[src/rtl/pipe_pkg.sv]
// Shared definitions for the elastic pipeline stage: default bubble instruction and stage states.
package pipe_pkg;

    localparam logic [31:0] RV_NOP = 32'h00000013;

    typedef enum logic [1:0] {
        ST_EMPTY = 2'd0,
        ST_FULL  = 2'd1,
        ST_SKID  = 2'd2
    } state_e;

endpackage

[src/rtl/pipe_slot.sv]
// One payload register (valid, data, ctrl, instr) with load, clear-to-bubble and masked outputs.
// Load and clear take effect at the next edge; clear wins over load. No handshake of its own.
module pipe_slot
    import pipe_pkg::*;
#(
    parameter int          DATA_WIDTH = 69,
    parameter int          CTRL_WIDTH = 16,
    parameter logic [31:0] NOP_INSTR  = RV_NOP
) (
    input  logic                  clk,
    input  logic                  rst_n,
    input  logic                  i_load,
    input  logic                  i_clear,
    input  logic                  i_valid,
    input  logic [DATA_WIDTH-1:0] i_data,
    input  logic [CTRL_WIDTH-1:0] i_ctrl,
    input  logic [31:0]           i_instr,
    output logic                  o_valid,
    output logic [DATA_WIDTH-1:0] o_data,
    output logic [CTRL_WIDTH-1:0] o_ctrl,
    output logic [31:0]           o_instr
);

    logic                  r_valid;
    logic [DATA_WIDTH-1:0] r_data;
    logic [CTRL_WIDTH-1:0] r_ctrl;
    logic [31:0]           r_instr;

    always_ff @(posedge clk or negedge rst_n) begin
        if (!rst_n) begin
            r_valid <= 1'b0;
            r_data  <= '0;
            r_ctrl  <= '0;
            r_instr <= NOP_INSTR;
        end else if (i_clear) begin
            r_valid <= 1'b0;
            r_data  <= '0;
            r_ctrl  <= '0;
            r_instr <= NOP_INSTR;
        end else if (i_load) begin
            r_valid <= i_valid;
            r_data  <= i_data;
            r_ctrl  <= i_ctrl;
            r_instr <= i_instr;
        end
    end

    // A bubble must never look like a real instruction downstream, whatever the register holds.
    assign o_valid = r_valid;
    assign o_data  = r_valid ? r_data  : '0;
    assign o_ctrl  = r_valid ? r_ctrl  : '0;
    assign o_instr = r_valid ? r_instr : NOP_INSTR;

endmodule

[src/rtl/pipe_stage.sv]
// Elastic pipeline stage register with valid/ready handshake, optional skid slot and flush-to-bubble.
// Latency 1 cycle; SKID=1 gives a registered up_ready_o, SKID=0 a combinational one.
module pipe_stage
    import pipe_pkg::*;
#(
    parameter int          DATA_WIDTH = 69,
    parameter int          CTRL_WIDTH = 16,
    parameter logic [31:0] NOP_INSTR  = RV_NOP,
    parameter int          SKID       = 1,
    parameter int          CNT_WIDTH  = 16
) (
    input  logic                  clk,
    input  logic                  rst_n,
    input  logic                  up_valid_i,
    output logic                  up_ready_o,
    input  logic [DATA_WIDTH-1:0] up_data_i,
    input  logic [CTRL_WIDTH-1:0] up_ctrl_i,
    input  logic [31:0]           up_instr_i,
    input  logic                  flush_i,
    output logic                  dn_valid_o,
    input  logic                  dn_ready_i,
    output logic [DATA_WIDTH-1:0] dn_data_o,
    output logic [CTRL_WIDTH-1:0] dn_ctrl_o,
    output logic [31:0]           dn_instr_o,
    output logic [CNT_WIDTH-1:0]  stall_cnt_o
);

    localparam logic [1:0] S_EMPTY = ST_EMPTY;
    localparam logic [1:0] S_FULL  = ST_FULL;
    localparam logic [1:0] S_SKID  = ST_SKID;
    localparam logic [CNT_WIDTH-1:0] CNT_ONE = {{(CNT_WIDTH-1){1'b0}}, 1'b1};

    logic [1:0]            r_state;
    logic [1:0]            w_state_nxt;
    logic [CNT_WIDTH-1:0]  r_stall_cnt;
    logic                  w_up_xfer;
    logic                  w_dn_xfer;
    logic                  w_main_load;
    logic                  w_main_clear;
    logic                  w_from_skid;
    logic                  w_main_valid_in;
    logic [DATA_WIDTH-1:0] w_main_data_in;
    logic [CTRL_WIDTH-1:0] w_main_ctrl_in;
    logic [31:0]           w_main_instr_in;
    logic                  w_skid_valid;
    logic [DATA_WIDTH-1:0] w_skid_data;
    logic [CTRL_WIDTH-1:0] w_skid_ctrl;
    logic [31:0]           w_skid_instr;

    assign w_up_xfer = up_valid_i & up_ready_o;
    assign w_dn_xfer = dn_valid_o & dn_ready_i;

    always_comb begin
        w_state_nxt = r_state;
        if (flush_i) begin
            w_state_nxt = S_EMPTY;
        end else begin
            case (r_state)
                S_EMPTY: if (w_up_xfer) w_state_nxt = S_FULL;
                S_FULL: begin
                    if (w_up_xfer && !w_dn_xfer)      w_state_nxt = S_SKID;
                    else if (!w_up_xfer && w_dn_xfer) w_state_nxt = S_EMPTY;
                end
                S_SKID:  if (w_dn_xfer) w_state_nxt = S_FULL;
                default: w_state_nxt = S_EMPTY;
            endcase
        end
    end

    always_ff @(posedge clk or negedge rst_n) begin
        if (!rst_n) r_state <= S_EMPTY;
        else        r_state <= w_state_nxt;
    end

    // With SKID=0 an up-transfer while full always coincides with a down-transfer, so one rule covers both.
    assign w_from_skid     = (r_state == S_SKID);
    assign w_main_load     = !flush_i && ((w_up_xfer && (r_state == S_EMPTY || w_dn_xfer)) ||
                                          (w_from_skid && w_dn_xfer));
    assign w_main_clear    = flush_i || (r_state == S_FULL && w_dn_xfer && !w_up_xfer);
    assign w_main_valid_in = w_from_skid ? w_skid_valid : 1'b1;
    assign w_main_data_in  = w_from_skid ? w_skid_data  : up_data_i;
    assign w_main_ctrl_in  = w_from_skid ? w_skid_ctrl  : up_ctrl_i;
    assign w_main_instr_in = w_from_skid ? w_skid_instr : up_instr_i;

    pipe_slot #(
        .DATA_WIDTH (DATA_WIDTH),
        .CTRL_WIDTH (CTRL_WIDTH),
        .NOP_INSTR  (NOP_INSTR)
    ) u_main (
        .clk     (clk),
        .rst_n   (rst_n),
        .i_load  (w_main_load),
        .i_clear (w_main_clear),
        .i_valid (w_main_valid_in),
        .i_data  (w_main_data_in),
        .i_ctrl  (w_main_ctrl_in),
        .i_instr (w_main_instr_in),
        .o_valid (dn_valid_o),
        .o_data  (dn_data_o),
        .o_ctrl  (dn_ctrl_o),
        .o_instr (dn_instr_o)
    );

    if (SKID != 0) begin : g_skid
        pipe_slot #(
            .DATA_WIDTH (DATA_WIDTH),
            .CTRL_WIDTH (CTRL_WIDTH),
            .NOP_INSTR  (NOP_INSTR)
        ) u_skid (
            .clk     (clk),
            .rst_n   (rst_n),
            .i_load  (!flush_i && r_state == S_FULL && w_up_xfer && !w_dn_xfer),
            .i_clear (flush_i || (w_from_skid && w_dn_xfer)),
            .i_valid (1'b1),
            .i_data  (up_data_i),
            .i_ctrl  (up_ctrl_i),
            .i_instr (up_instr_i),
            .o_valid (w_skid_valid),
            .o_data  (w_skid_data),
            .o_ctrl  (w_skid_ctrl),
            .o_instr (w_skid_instr)
        );
        // Decoded straight from the state register: no path from dn_ready_i.
        assign up_ready_o = (r_state != S_SKID);
    end else begin : g_noskid
        assign w_skid_valid = 1'b0;
        assign w_skid_data  = '0;
        assign w_skid_ctrl  = '0;
        assign w_skid_instr = NOP_INSTR;
        assign up_ready_o   = !dn_valid_o || dn_ready_i;
    end

    always_ff @(posedge clk or negedge rst_n) begin
        if (!rst_n) begin
            r_stall_cnt <= '0;
        end else if (dn_valid_o && !dn_ready_i && r_stall_cnt != {CNT_WIDTH{1'b1}}) begin
            r_stall_cnt <= r_stall_cnt + CNT_ONE;
        end
    end

    assign stall_cnt_o = r_stall_cnt;

endmodule

[config.mk]
export PLATFORM = sky130hd
export DESIGN_NAME = pipe_stage
export DESIGN_NICKNAME = d
export VERILOG_FILES = /design/src/rtl/pipe_pkg.sv /design/src/rtl/pipe_slot.sv /design/src/rtl/pipe_stage.sv
export SDC_FILE = /design/constraint.sdc
export NUM_CORES = 1
export LEC_CHECK = 0
export CORE_MARGIN = 4
export CORE_UTILIZATION = 46
export CTS_CLUSTER_SIZE = 20
export DETAILED_ROUTE_END_ITERATION = 8
export PLACE_DENSITY = 0.86
export SYNTH_ARGS = -nofsm -noshare
export SYNTH_HDL_FRONTEND = slang
export SYNTH_SLANG_ARGS = --single-unit
[constraint.sdc]
create_clock -name clk -period 1.8 [get_ports clk]
set_input_delay 0.36 -clock clk [delete_from_list [all_inputs] [get_ports clk]]
set_output_delay 0.36 -clock clk [all_outputs]
set_load 0.01 [all_outputs]
; After elaboration in Yosys (flattened, before gate mapping)
; Cells that the tools add are included.
[totals]
output_inout_bits = 135
romBits = 0
mem_count = 0
latchBits = 0
ff_bits = 254
ram_bits = 0
[classes]
n_mul = 0
n_mux = 32
addsub = 1
n_reduce_logical = 24
div = 0
n_eq_ne = 7
bitwise_logic = 2
n_shift = 0
magnitude_cmp = 0
[op_table]
columns = cell, n
row1 = 69-bit 2-to-1 mux, 7
row2 = 32-bit 2-to-1 mux, 7
row3 = 16-bit 2-to-1 mux, 7
row4 = "16-bit by 1-bit adder with 16-bit output, second input constant", 1
row5 = "16-bit != test, second input constant", 1
row6 = 1-bit logical AND, 12
row7 = 2-bit 2-to-1 mux, 5
row8 = "3-bit != test, second input constant", 2
row9 = 2-bit one-hot mux with 3 select lines, 1
row10 = 1-bit 2-to-1 mux, 5
row11 = 1-bit logical NOT, 4
row12 = 1-bit logical OR, 4
row13 = "4-bit != test, second input constant", 1
row14 = 2-bit nonzero test, 2
row15 = 3-bit AND reduction, 1
row16 = 1-bit AND, 2
row17 = "2-bit by 1-bit equality test with 1-bit output, second input constant", 1
row18 = "2-bit equality test, second input constant", 1
row19 = 2-bit logical NOT, 1
row20 = "2-bit != test, second input constant", 1

; Longest topological paths before layout
[logic_depth]
word_depth = 8
mapped_depth = 7
depth_no_buf = 5

; By module
; A second synthesis with hierarchy kept.
[hier_totals]
hier_cells = 1245
hier_area_um2 = 13741.9
[modules_own_cells]
columns = module, cells_per_inst, area_each_um2, n_inst
row1 = pipe_slot, 510, 5680.4, 2
row2 = pipe_stage, 225, 2381.0, 1

; Worst setup path after synthesis
; No wires, ideal clock.
[synth_path]
kind = reg2reg
start = reg r_stall_cnt[0] (netlist: stall_cnt_o[0])
end = reg r_stall_cnt[1] (netlist: stall_cnt_o[1])
synth_period_minus_slack_ps = 1892
n_path_buf = 1
path_slack_ps = -92
required_time_ps = 1675
path_stages_with_launch = 7
arrival_time_ps = 1768
path_cell_list = dfrtp_1 ha_1 and4_1 clkbuf_2 nand4_1 o21ai_1 mux2_2
[synth_via]
elab_chain_len = 2
[synth_lines]
columns = element, line
row1 = from (decl), pipe_stage.sv:35  ; logic [CNT_WIDTH-1:0] r_stall_cnt;
row2 = from (signal assigned), pipe_stage.sv:137  ; r_stall_cnt <= r_stall_cnt + CNT_ONE;
row3 = "parallel branches: the longest is 2 deep, another holds 16-bit by 1-bit adder with 16-bit output", --
; Several ways; the timed one is not identified.
; A chain may end at the register's enable or synchronous reset.

; Worst setup path after layout
[layout_path]
start = reg u_main.r_valid (netlist: u_main.o_valid)
end = out dn_data_o[45]
[layout_via]
elab_chain_len = 1
[layout_lines]
columns = element, line
row1 = from (decl), pipe_slot.sv:24  ; logic r_valid;
row2 = from (signal assigned), pipe_slot.sv:41  ; r_valid <= i_valid;
row3 = 69-bit 2-to-1 mux, pipe_slot.sv:50  ; assign o_data = r_valid ? r_data : '0;
row4 = to (decl), pipe_stage.sv:22  ; output logic [DATA_WIDTH-1:0] dn_data_o,
; Every way passes these cells.

==> out/qor.yml <==
clock_latency_ns: 0.53
crit_path_end_kind: "output port"
syn_avg_cell_area_um2: 10.3
die_h_um: 169
cp-start-kind: "register"
start_util: 0.470
ys.flop_type: "dfrtp_1"
p_leak_nw: 8.19
p_sw_frac: 0.290
layout_setup_ws_ns: -0.205
status: "finished, violations left"
setup_viol: 353
p_comb_frac: 0.247
total_power_mw: 17.0
ys_seq_area_frac: 0.533
layout.nets: 1592
final_common_cell: "dfrtp_1"
stdcell_count: 1820
cp.required_ns: 1.44
grt.overflow.total: 0
hold_class: "in2async"
intPower_mw: 12.0
crit_arrival_ns: 1.64
grt_usage: 0.267
fin_util: 0.709
synth_cells: 1160
dieArea_um2: 28600
cts-root-buf: "clkbuf_16"
synth_xor_area_frac: 0.0103
power_density_nw_per_um2: 942
finalMaxSlewViolations: 0
relSlewSlack: 0.682
io_buffer_count: 256
synthTopCellsByArea: "dfrtp_1, a22o_1, and2_1, a311oi_1, nand3_1"
layout_min_cycle_time_ns: 2.00
worstPathMaxFanout: 24
netlist.area_leader.share: 0.519
grt_first_pass_wirelength_um: 62200
maxCapViolations: 0
finalSetupTns_ns: -42.81
synth_mux_area_frac: 0.00188
drcViolationCount: 0
drt_iter0_markers: 1236
htreeDepth: 1
worst-slew-pin-transition_ns: 0.477
synth_top_family_by_area: "simple AND/OR/NAND/NOR gates"
stdcell_area_um2: 18000
fillers: 1678
core_um2: 25400
clock-sinks: 254
ant_nets: 0
wl_um: 45400
layout-drive-gt1-share: 0.333
syn_area_um2: 12000
antenna_found_initial: 2
clock_path_buffers: 3
detailed_place_hpwl_um: 22500
ys_types: 41
wire_per_inst_um: 24.9
grt_max_degree: 118
dr.pass1.iters: 6
synth_compound_area_frac: 0.204
grt_pass1_vias: 11300
fmax_mhz: 499
rsz0062_at_grt: "yes"
routed_via_density: 6.43
synth_simple_gate_area_share: 0.204
vdd_drop_max_mv: 0.776
routed-via-count: 11700
regArea_um2: 6370
io-pin-count: 257
violations: "negative setup slack"
power_frac_clock: 0.364
period_share: 1.11
chipWidth_um: 169
ys_ff_latch: 254
synth_edf_count: 0
path_clk_slew_ns: 0.07
syn-num-nets: 1283
switchingPower_mw: 4.91
yosysWarnings: 0
gp_congestion: 0.839
final_cell_mix: "dfrtp_1, clkdlybuf4s50_1, nand2_1, nand3_1, a22o_1"
synthAdderAreaFrac: 0.00105
async_reset_ff_frac: 1.00
finClkSkew_ns: 0.0159
seqPwrFrac: 0.390
flow.area_growth_from_synthesis_pct: 50.7
hold_violations: 0
cts_made_buffers: 27
placed_area_um2: 15300
multi_input_area_um2: 5780
placementRows: 58
dp.cells: 1689
cts_tree: "done"
synth_top_cell_by_area: "dfrtp_1"
place_ws_ns: -0.376
holdWs_ns: 0.345
path_class: "reg2out"
flip-flops by register name (all words and copies together), names as in the netlist:
name                   flops
g_skid.u_skid.r_data      69
u_main.r_data             69
g_skid.u_skid.r_instr     32
u_main.r_instr            32
g_skid.u_skid.r_ctrl      16
stall_cnt_o               16
u_main.r_ctrl             16
r_state                    2
g_skid.u_skid.o_valid      1
u_main.o_valid             1
power by group through the flow:
| stage | Clock, mW | Sequential (mW) | Combinational (mW) |
|---|---|---|---|
| floorplan | 0 | 6.53 | 1.55 |
| CTS | 6.14 | 6.53 | 3.56 |
| finish | 6.17 | 6.61 | 4.18 |
| global route | 6.42 | 6.66 | 4.39 |
| global placement | 0 | 6.62 | 2.87 |
| detailed placement | 0 | 6.64 | 2.96 |
layer usage:
layer / global-route usage / vias up / part of all wire
met4: 0.117 / 2 / 0.047
met3: 0.0450 / 181 / 0.10
li1: - / 4864 / -
met1: 0.357 / 5796 / 0.37
met5: 0 / - / 0.00031
met2: 0.433 / 861 / 0.48
cell type report:
| class | count | area share |
|---|---|---|
| sequential | 254 | 0.354 |
| multi-input combinational | 787 | 0.321 |
| timing repair buffer | 393 | 0.246 |
| clock buffer | 40 | 0.0447 |
| tap | 330 | 0.0229 |
| clock inverter | 9 | 0.00980 |
| inverter | 6 | 0.00139 |
| antenna | 1 | 0.000139 |
repair_timing:
item / in CTS / in global routing
pin swaps: 6 / 50
resized for setup: 554 / 166
endpoints found under the hold margin: 39 / 0
setup endpoints to repair: 233 / 364
cloned: 24 / 28
hold buffers: 1 / 0
setup buffers: 16 / 18
critical path, stage by stage (launching register included):
cell,delay [ns]
dfrtp_4,0.51
buf_12,0.15
buf_12,0.15
and2_1,0.15
buf_2,0.15
synthesized netlist by cell type, types with 2 or more instances:
cell type and number:
dfrtp_1 248, nand2_1 123, nor2_1 121, nand3_1 119, and2_1 118, a22o_1 114, a311oi_1 78, clkbuf_1 73
buf_2 38, a311oi_2 36, xnor2_1 14, o211ai_1 10, dfstp_2 6, buf_6 5, inv_1 5, and3_1 4
nand3b_1 4, nor2b_1 4, o21ai_0 4, o22a_1 4, a21oi_1 3, and4_1 3, nand4_1 3, mux2_2 2
nand2b_1 2, nor3_2 2, o2111ai_1 2, or3_1 2
cells by family (layout without fill, tap and decap cells):
logic type / count (synthesis) / after routing
muxes: 2 / 2
and+or+nand+nor: 508 / 508
AOI/OAI and AO/OA: 257 / 262
other: 0 / 1
DFF: 254 / 254
buffers and inverters: 124 / 448
adders and majority gates: 1 / 1
xor gates and xnor gates: 14 / 14
worst paths after layout:
kind                                        endpoint  slack (ns)             from  depth (start not counted)
min in group clk                   u_main.r_data[39]        0.42    up_data_i[39]                          3
max in group asynchronous   g_skid.u_skid.r_data[32]        0.74            rst_n                          3
min reg2reg                          stall_cnt_o[11]        0.49  stall_cnt_o[11]                          1
max                                    dn_data_o[45]       -0.20   u_main.o_valid                          4
max reg2reg                g_skid.u_skid.r_instr[31]       -0.20   u_main.o_valid                          7
min                                u_main.r_ctrl[13]        0.35            rst_n                          2
No activity file was read; power rests on OpenSTA's default activity.
